**src/rtl/button_conditioner.sv**
```systemverilog
// Push-button front end: polarity fix, 2-flop synchronizer, per-channel
// debounce counter, registered press/release pulses and optional per-channel
// toggle latching. All outputs come straight from flops.
module button_conditioner #(
  parameter int          DEBOUNCE_CYCLES    = 50000,
  parameter bit          ACTIVE_LOW_BUTTONS = 1'b1,
  parameter logic [2:0]  TOGGLE_MASK        = 3'b000
) (
  input  logic       clock,
  input  logic       reset_n,
  input  logic [2:0] raw_button,
  output logic       bit_0,
  output logic       bit_1,
  output logic       bit_2,
  output logic [2:0] press_pulse,
  output logic [2:0] release_pulse
);

  localparam int            CW       = $clog2(DEBOUNCE_CYCLES + 1);
  localparam logic [CW-1:0] CNT_LAST = CW'(DEBOUNCE_CYCLES - 1);
  localparam logic [CW-1:0] CNT_ONE  = CW'(1);
  localparam logic [2:0]    POLARITY = {3{ACTIVE_LOW_BUTTONS}};

  logic [2:0]    pressed_raw;
  logic [2:0]    sync1;
  logic [2:0]    sync2;
  logic [2:0]    stable;
  logic [2:0]    toggle_q;
  logic [2:0]    accept;
  logic [CW-1:0] cnt [3];

  // Inverting before the synchronizer keeps every flop reset value meaning "released".
  assign pressed_raw = raw_button ^ POLARITY;

  // Two-flop synchronizer per channel.
  always_ff @(posedge clock or negedge reset_n) begin
    if (!reset_n) begin
      sync1 <= 3'b000;
      sync2 <= 3'b000;
    end else begin
      sync1 <= pressed_raw;
      sync2 <= sync1;
    end
  end

  // A channel accepts its new level on the edge that completes the stable window.
  always_comb begin
    accept = 3'b000;
    for (int i = 0; i < 3; i++) begin
      if ((sync2[i] != stable[i]) && (cnt[i] == CNT_LAST)) begin
        accept[i] = 1'b1;
      end else begin
        accept[i] = 1'b0;
      end
    end
  end

  // Debounce counters: any return to the stable level restarts the window.
  always_ff @(posedge clock or negedge reset_n) begin
    if (!reset_n) begin
      stable <= 3'b000;
      for (int i = 0; i < 3; i++) begin
        cnt[i] <= '0;
      end
    end else begin
      for (int i = 0; i < 3; i++) begin
        if (sync2[i] == stable[i]) begin
          cnt[i] <= '0;
        end else if (accept[i]) begin
          stable[i] <= sync2[i];
          cnt[i]    <= '0;
        end else begin
          cnt[i] <= cnt[i] + CNT_ONE;
        end
      end
    end
  end

  // Edge pulses line up with the cycle in which the new stable level is visible.
  always_ff @(posedge clock or negedge reset_n) begin
    if (!reset_n) begin
      press_pulse   <= 3'b000;
      release_pulse <= 3'b000;
    end else begin
      press_pulse   <= accept & sync2;
      release_pulse <= accept & ~sync2;
    end
  end

  // Toggle latches flip on accepted presses, only on masked channels.
  always_ff @(posedge clock or negedge reset_n) begin
    if (!reset_n) begin
      toggle_q <= 3'b000;
    end else begin
      toggle_q <= toggle_q ^ (accept & sync2 & TOGGLE_MASK);
    end
  end

  // Static per-channel select between level and toggle flops.
  assign bit_0 = TOGGLE_MASK[0] ? toggle_q[0] : stable[0];
  assign bit_1 = TOGGLE_MASK[1] ? toggle_q[1] : stable[1];
  assign bit_2 = TOGGLE_MASK[2] ? toggle_q[2] : stable[2];

endmodule

```
**config.mk**
```make
export PLATFORM = sky130hd
export DESIGN_NAME = button_conditioner
export DESIGN_NICKNAME = d
export VERILOG_FILES = /design/src/rtl/button_conditioner.sv
export SDC_FILE = /design/constraint.sdc
export NUM_CORES = 1
export LEC_CHECK = 0
export ABC_AREA = 1
export CAP_MARGIN = 20
export CORE_MARGIN = 8
export CORE_UTILIZATION = 60
export DETAILED_ROUTE_END_ITERATION = 6
export PLACE_DENSITY = 0.8
export SYNTH_ARGS = -nofsm -noshare
export SYNTH_HDL_FRONTEND = slang
export SYNTH_SLANG_ARGS = --single-unit
```
**constraint.sdc**
```tcl
create_clock -name clock -period 2.4 [get_ports clock]
set_clock_uncertainty 0.2 [all_clocks]
set_input_delay 0.24 -clock clock [delete_from_list [all_inputs] [get_ports clock]]
set_output_delay 0.24 -clock clock [all_outputs]
set_load 0.005 [all_outputs]
```
==> flow_metrics.tcl, run 1 <==
set metrics [dict create \
    ir_worst_vdd_mv 0.265 \
    hp-start "sync1[1]" \
    start_util_pct 60.9 \
    power_switching_share_pct 23.7 \
    slew_headroom_pct 48.7 \
    floorplan.die.height_um 90.1 \
    setup_viol 0 \
    number_of_cells_produced_by_synthesis 423 \
    synth.ff_latch_count 63 \
    hold_end "sync2[1]" \
    routabilityCongestion 0.891 \
    internal_power_mw 1.61 \
    synthesis.yosys.warnings 0 \
    worstSetupEndpointType "output pin" \
    detail_routed_via_count_per_cell 5.11 \
    synth_cell_types 25 \
    clk-insertion-delay-late_ps 340 \
    cts.clk_slew.worst_paths_ps 80 \
    finalPower_mw 2.11 \
    tritoncts "yes" \
    synthToLayoutAreaGrowth_pct 13.2 \
    power.sequential.fraction_pct 51.8 \
    power_frac_clock_pct 44.6 \
    part_of_the_power_in_combinational_logic_pct 3.7 \
    post-cts-setup-buffer-count 0 \
    cts_buffers 9 \
    total_grt_overflow 0 \
    unrepaired_setup_endpoints_after_global_routing "false" \
    r2r-start "cnt[16]" \
    critical_path_buf_inv_count 1 \
    post-route-drc-count 0 \
    fp.dieArea_mm2 0.00811 \
    drt_pass1_iterations 4 \
    pwr_density_mw_per_mm2 567 \
    synth_area_per_cell_um2 7.78 \
    finalNetCount 456 \
    avgRoutedWirePerCell_um 12.4 \
    cp_data_arrival_time_ps 1320 \
    run_status "finished, final reports clean" \
    number_of_slew_limit_violations_in_the_final_report 0 \
    critPathMaxStageDelay_ps 550 \
    crit_type "flip-flop to output pin" \
    place.port_buffers 13 \
    final_antenna_net_count 0 \
    net-switching-power_mw 0.500 \
    worstSetupStartpointType "flip-flop" \
    reg2reg_slack_ps 770 \
    worst_path_dominant_cell_family "buffers and inverters" \
    yosysSeqAreaShare_pct 47.9 \
    post_route_wl_um 6520 \
    insertedDiodeCount 0 \
    htreeDepth 3 \
    synth_nets 431 \
    drt_first_iter_violations 155 \
    drive_above_1_share_pct 7.73 \
    coreArea_mm2 0.00541 \
    worst_pin_slew_ps 769 \
    max-cap-violations 0 \
    finalHoldViolations 0 \
    grt_start_max_net_pins 64 \
    hold_path.class "flip-flop to flip-flop" \
    hpwlAfterDp_um 4730 \
    path_cells "clkdlybuf4s50_1" \
    power_leakage_nw 1.68 \
    grt_first_pass_wirelength_um 11600 \
    ctsResizeCount 0 \
    grt.total_usage_pct 17.3 \
    fp-row-count 27 \
    final_period_minus_worst_setup_slack_ps 1760 \
    ios 14 \
    floorplan.die.width_um 90.1 \
    rr_endpoint "cnt[28]" \
    critical_path.max_fanout 3 \
    netlist_area_mm2 0.00329 \
    crit_path_top_delay_cell "sky130_fd_sc_hd__clkdlybuf4s50_1" \
    cp_data_required_time_ps 1960 \
    number_of_global_route_vias_before_repair 2599 \
    clock_tree.buffer_depth 2 \
    vias 2683 \
    antenna_found_initial 0 \
    cts_num_sinks 63 \
    fmax_ghz 0.569 \
    worst_reg_to_reg_cells 8 \
    cts_root_buffer "sky130_fd_sc_hd__clkbuf_8" \
    holdPathStages 0 \
    tns_ps 0 \
    post_route_clock_period_utilization_pct 73.3 \
]
==> state kept, by name, indices dropped and copies added, names as in the netlist <==
| name | count |
|---|---|
| cnt | 48 |
| press_pulse | 3 |
| release_pulse | 3 |
| stable | 3 |
| sync1 | 3 |
| sync2 | 3 |
==> cells by family (layout without fill, tap and decap cells) <==
family | count (synthesis) | after routing | share of synthesized area (%)
flip-flops | 63 | 63 | 47.9
AO/OA/AOI/OAI | 16 | 16 | 3.12
AND/OR/NAND/NOR | 268 | 268 | 36.0
XOR/XNOR | 20 | 20 | 5.78
adder cells (fa/ha/maj) | 3 | 3 | 1.14
buffers and inverters | 53 | 83 | 6.08
==> cells in the final DEF (no fill, tap or decap), drive strengths merged, types with 3 or more instances in the layout <==
master	count
clkbuf	10
clkdlybuf4s50	12
clkinvlp	4
dfrtp	63
ha	3
inv	53
nand2	113
nand3	36
nand3b	4
nand4	14
nor2	90
nor3	5
nor3b	3
o21ai	8
o21bai	6
xnor2	5
xor2	15
==> through the flow <==
| step | setup WS, ps | cells | instance area (µm²) | hold WS (ps) | utilization [%] |
|---|---|---|---|---|---|
| floorplan | 975 | 423 | 3290 | -256 | - |
| global placement | 805 | 508 | 3510 | 133 | 64.9 |
| detailed placement | 787 | 508 | 3510 | 137 | 64.9 |
| CTS | 621 | 525 | 3720 | 149 | 68.9 |
| global route | 598 | 525 | 3720 | 151 | 68.9 |
| finish | 641 | 525 | 3720 | 146 | 68.9 |
==> worst max-delay path by stage <==
stage	startpoint	end	cells after the start
5_1_grt	stable[0]	bit_0	1
2_1_floorplan	cnt[32]	cnt[47]	6
4_1_cts	stable[0]	bit_0	1
3_5_place_dp	cnt[33]	cnt[47]	6
3_3_place_gp	cnt[16]	cnt[31]	6
6_report	stable[0]	bit_0	1
==> cell type report <==
type	instances	area (µm²)
clock inverters	6	68.8
flip-flops and latches	63	1580
fillers	438	1680
clock buffers	10	138
multi-input cells	307	1510
repair buffers	15	143
inverters	52	195
well taps	72	90.1
==> synth_stat cells <==
cell                         n  area [µm²]
sky130_fd_sc_hd__ha_1        3        37.5
sky130_fd_sc_hd__nor2_4      3        33.8
sky130_fd_sc_hd__o21ai_0     6        30.0
sky130_fd_sc_hd__nand3b_1    4        30.0
sky130_fd_sc_hd__nor3b_2     2        25.0
sky130_fd_sc_hd__nand4_1    14        87.6
sky130_fd_sc_hd__nor2_2      1        6.26
sky130_fd_sc_hd__inv_2       2        7.51
sky130_fd_sc_hd__nor3b_1     1        7.51
sky130_fd_sc_hd__xor2_1     13         114
sky130_fd_sc_hd__nor2_1     86         323
sky130_fd_sc_hd__nand2_1   113         424
sky130_fd_sc_hd__inv_1      50         188
sky130_fd_sc_hd__or2_2       1        6.26
sky130_fd_sc_hd__nand3_1    32         160
sky130_fd_sc_hd__o21ai_2     2        17.5
sky130_fd_sc_hd__xnor2_1     5        43.8
sky130_fd_sc_hd__xor2_2      2        32.5
sky130_fd_sc_hd__a21oi_1     2        10.0
sky130_fd_sc_hd__nand3_2     4        40.0
sky130_fd_sc_hd__and2b_1     2        15.0
sky130_fd_sc_hd__dfrtp_1    63        1580
sky130_fd_sc_hd__buf_2       1        5.00
sky130_fd_sc_hd__nor3_1      5        25.0
sky130_fd_sc_hd__o21bai_1    6        45.0
==> per-layer routing <==
metal  track usage [%]  share of wire, %
met1              21.8                48
met2              27.7                48
met3              4.32               3.1
met4              6.93               1.1
met5                 0                 0
==> power groups by stage <==
stage / Sequential (mW) / Clock (mW) / Combinational, mW
after floorplan: 1.11 / 0 / 0.0405
after CTS: 1.09 / 0.957 / 0.0798
after global routing: 1.10 / 1.01 / 0.0912
after detailed placement: 1.12 / 0 / 0.0779
after global placement: 1.11 / 0 / 0.0746
final: 1.09 / 0.942 / 0.0772
==> what timing repair did <==
item | CTS | global route
hold buffers | 1 | 0
hold endpoints to repair | 63 | 0
setup endpoints to repair | 0 | 0
Power figures use the tool's default switching activity.
==> run 2, diff against run 1 <==
--- a/config.mk
+++ b/config.mk
@@ -8,9 +8,9 @@
 export ABC_AREA = 1
 export CAP_MARGIN = 20
 export CORE_MARGIN = 8
-export CORE_UTILIZATION = 60
+export CORE_UTILIZATION = 54
 export DETAILED_ROUTE_END_ITERATION = 6
-export PLACE_DENSITY = 0.8
+export PLACE_DENSITY = 0.76
 export SYNTH_ARGS = -nofsm -noshare
 export SYNTH_HDL_FRONTEND = slang
 export SYNTH_SLANG_ARGS = --single-unit
==> constraint.sdc (replaced) <==
create_clock -name clock -period 1.5 [get_ports clock]
set_clock_uncertainty 0.2 [all_clocks]
set_input_delay 0.15 -clock clock [delete_from_list [all_inputs] [get_ports clock]]
set_output_delay 0.15 -clock clock [all_outputs]
set_load 0.005 [all_outputs]
==> flow_metrics.tcl, run 2 (synthesis gave the netlist of run 1 again) <==
set metrics [dict create \
    cts_buffers 9 \
    path_cells "nor2_1 -> nand2_1 -> nor2_2 -> nand3_2 -> buf_6 -> nand3_1 -> inv_1" \
    clock_tree.buffer_depth 2 \
    finalHoldViolations 0 \
    final_antenna_net_count 0 \
    drt_pass1_iterations 4 \
    final-instance-count-excl-fill 580 \
    finalNetCount 508 \
    routabilityCongestion 0.896 \
    htreeDepth 3 \
    cts_num_sinks 63 \
    ir_worst_vdd_mv 0.788 \
    final_critical_path_setup_slack_ps -43.4 \
    max-cap-violations 0 \
    crit_path_top_delay_cell "sky130_fd_sc_hd__dfrtp_1" \
    critical_path.max_fanout 5 \
    drt_first_iter_violations 137 \
    antenna_found_initial 0 \
    synthToLayoutAreaGrowth_pct 37.7 \
    grt.total_usage_pct 17.3 \
    start_util_pct 55.6 \
    final_common_cell "sky130_fd_sc_hd__nand2_1" \
    final_cell_mix "91 x sky130_fd_sc_hd__nand2_1, 55 x sky130_fd_sc_hd__nor2_1, 55 x sky130_fd_sc_hd__dfrtp_1" \
    final_period_minus_worst_setup_slack_ps 1540 \
    worstSetupStartpointType "flip-flop" \
    clk-insertion-delay-late_ps 340 \
    largest_register_ff_count 48 \
    slew_headroom_pct 69.2 \
    hpwlAfterDp_um 5010 \
    insertedDiodeCount 0 \
    cts_root_buffer "sky130_fd_sc_hd__clkbuf_8" \
    coreArea_mm2 0.00592 \
    post-route-drc-count 0 \
    hold_path.class "primary input to flip-flop" \
    post_route_clock_period_utilization_pct 103 \
    number_of_slew_limit_violations_in_the_final_report 0 \
    avgRoutedWirePerCell_um 14.2 \
    postLayoutCoreUtil_pct 76.5 \
    unrepaired_setup_endpoints_after_global_routing "true" \
    drive_above_1_share_pct 33.9 \
    finalPower_mw 3.33 \
    power_leakage_nw 2.13 \
    worst_pin_slew_ps 462 \
    critPathMaxStageDelay_ps 440 \
    setup_viol 7 \
    fp.dieArea_mm2 0.00885 \
    numPlacedInstances 541 \
    floorplan.die.width_um 94.1 \
    fmax_ghz 0.648 \
    largest-register "cnt" \
    worstSetupEndpointType "flip-flop" \
    post_route_wl_um 8260 \
    grt_first_pass_wirelength_um 12300 \
    placed_cell_area_mm2 0.00376 \
    failed_checks "setup timing" \
    crit_type "flip-flop to flip-flop" \
    total_grt_overflow 0 \
    number_of_global_route_vias_before_repair 2896 \
    run_status "finished with violations" \
    place.port_buffers 13 \
    cp_data_required_time_ps 1530 \
    tritoncts "yes" \
    pwr_density_mw_per_mm2 734 \
    ios 14 \
    cp_data_arrival_time_ps 1580 \
    finalInstanceArea_mm2 0.00453 \
    detail_routed_via_count_per_cell 5.33 \
    cts.clk_slew.worst_paths_ps 80 \
    holdWs_ps 74.3 \
    floorplan.die.height_um 94.1 \
    vias 3093 \
    grt_start_max_net_pins 22 \
    fp-row-count 28 \
]
==> run 2: changes by cell type in the layout (fill, tap and decap cells not counted), moves of 8 or more <==
cell                              before  now
sky130_fd_sc_hd__dfrtp_2               0    8
sky130_fd_sc_hd__dfrtp_1              63   55
sky130_fd_sc_hd__clkdlybuf4s50_1      12    3
sky130_fd_sc_hd__nand2_4               0   10
sky130_fd_sc_hd__nor2_2                1   18
sky130_fd_sc_hd__inv_2                 2   10
sky130_fd_sc_hd__nand2_2               0   12
sky130_fd_sc_hd__nand2_1             113   91
sky130_fd_sc_hd__nor2_1               86   55
sky130_fd_sc_hd__dlygate4sd2_1         0    9
sky130_fd_sc_hd__buf_4                 1   46
sky130_fd_sc_hd__nor2_4                3   17
sky130_fd_sc_hd__inv_1                50   40
==> run 2: cell type report <==
type	instances	area (µm²)
multi-input combinational	307	1900
sequential	63	1590
fill	366	1390
timing repair buffer	67	566
inverter	52	203
clock buffer	10	138
tap	75	93.8
clock inverter	6	46.3
==> run 2: report_power, final <==
group	total [mW]	internal (mW)	switching (mW)	leakage, nW
sequential	1.76	1.73	0.0375	0.846
combinational	0.206	0.0918	0.114	1.21
clock	1.36	0.645	0.713	0.0768
total	3.33	2.46	0.865	2.13
==> run 2: worst max-delay path: cells and delay by family, from the launching register on <==
kind          cells  cell delay [ps]
simple gates      5              590
flops             1              440
buf+inv           2              200
==> run 2: path summary, 6_finish.rpt <==
kind | start | endpoint | slack, ps | cells after the start
max | cnt[10] | cnt[4] | -40 | 7
min | raw_button[0] | sync1[0] | 70 | 2
max reg2reg | cnt[10] | cnt[4] | -40 | 7
min reg2reg | sync1[1] | sync2[1] | 150 | 0
max in group asynchronous | reset_n | cnt[19] | 510 | 3
min in group asynchronous | reset_n | cnt[33] | 90 | 2
==> run 2: what timing repair did <==
item                                    CTS  global route
hold buffers                              1             0
hold endpoints to repair                 63             0
pin swaps                                 3            44
setup buffers                             5            17
endpoints found under the setup margin   28            46
gates resized for setup                  27           113
==> run 2: metrics by stage <==
stage | TNS, ps | worst slack [ps]
2_1_floorplan | 0 | 74.9
3_3_place_gp | 0 | 3.98
3_5_place_dp | -329 | -40.2
4_1_cts | -9.17 | -9.17
5_1_grt | -1880 | -127
6_report | -153 | -43.4
==> run 2: routing by layer <==
metal | track usage (%) | wire (µm) | vias up | share of wire, %
li1 | - | - | 1485 | -
met5 | 0 | 0 | - | 0
met3 | 5.52 | 375 | 10 | 4.5
met2 | 30.3 | 4440 | 65 | 54
met1 | 19.6 | 3370 | 1533 | 41
met4 | 4.76 | 86 | 0 | 1.0
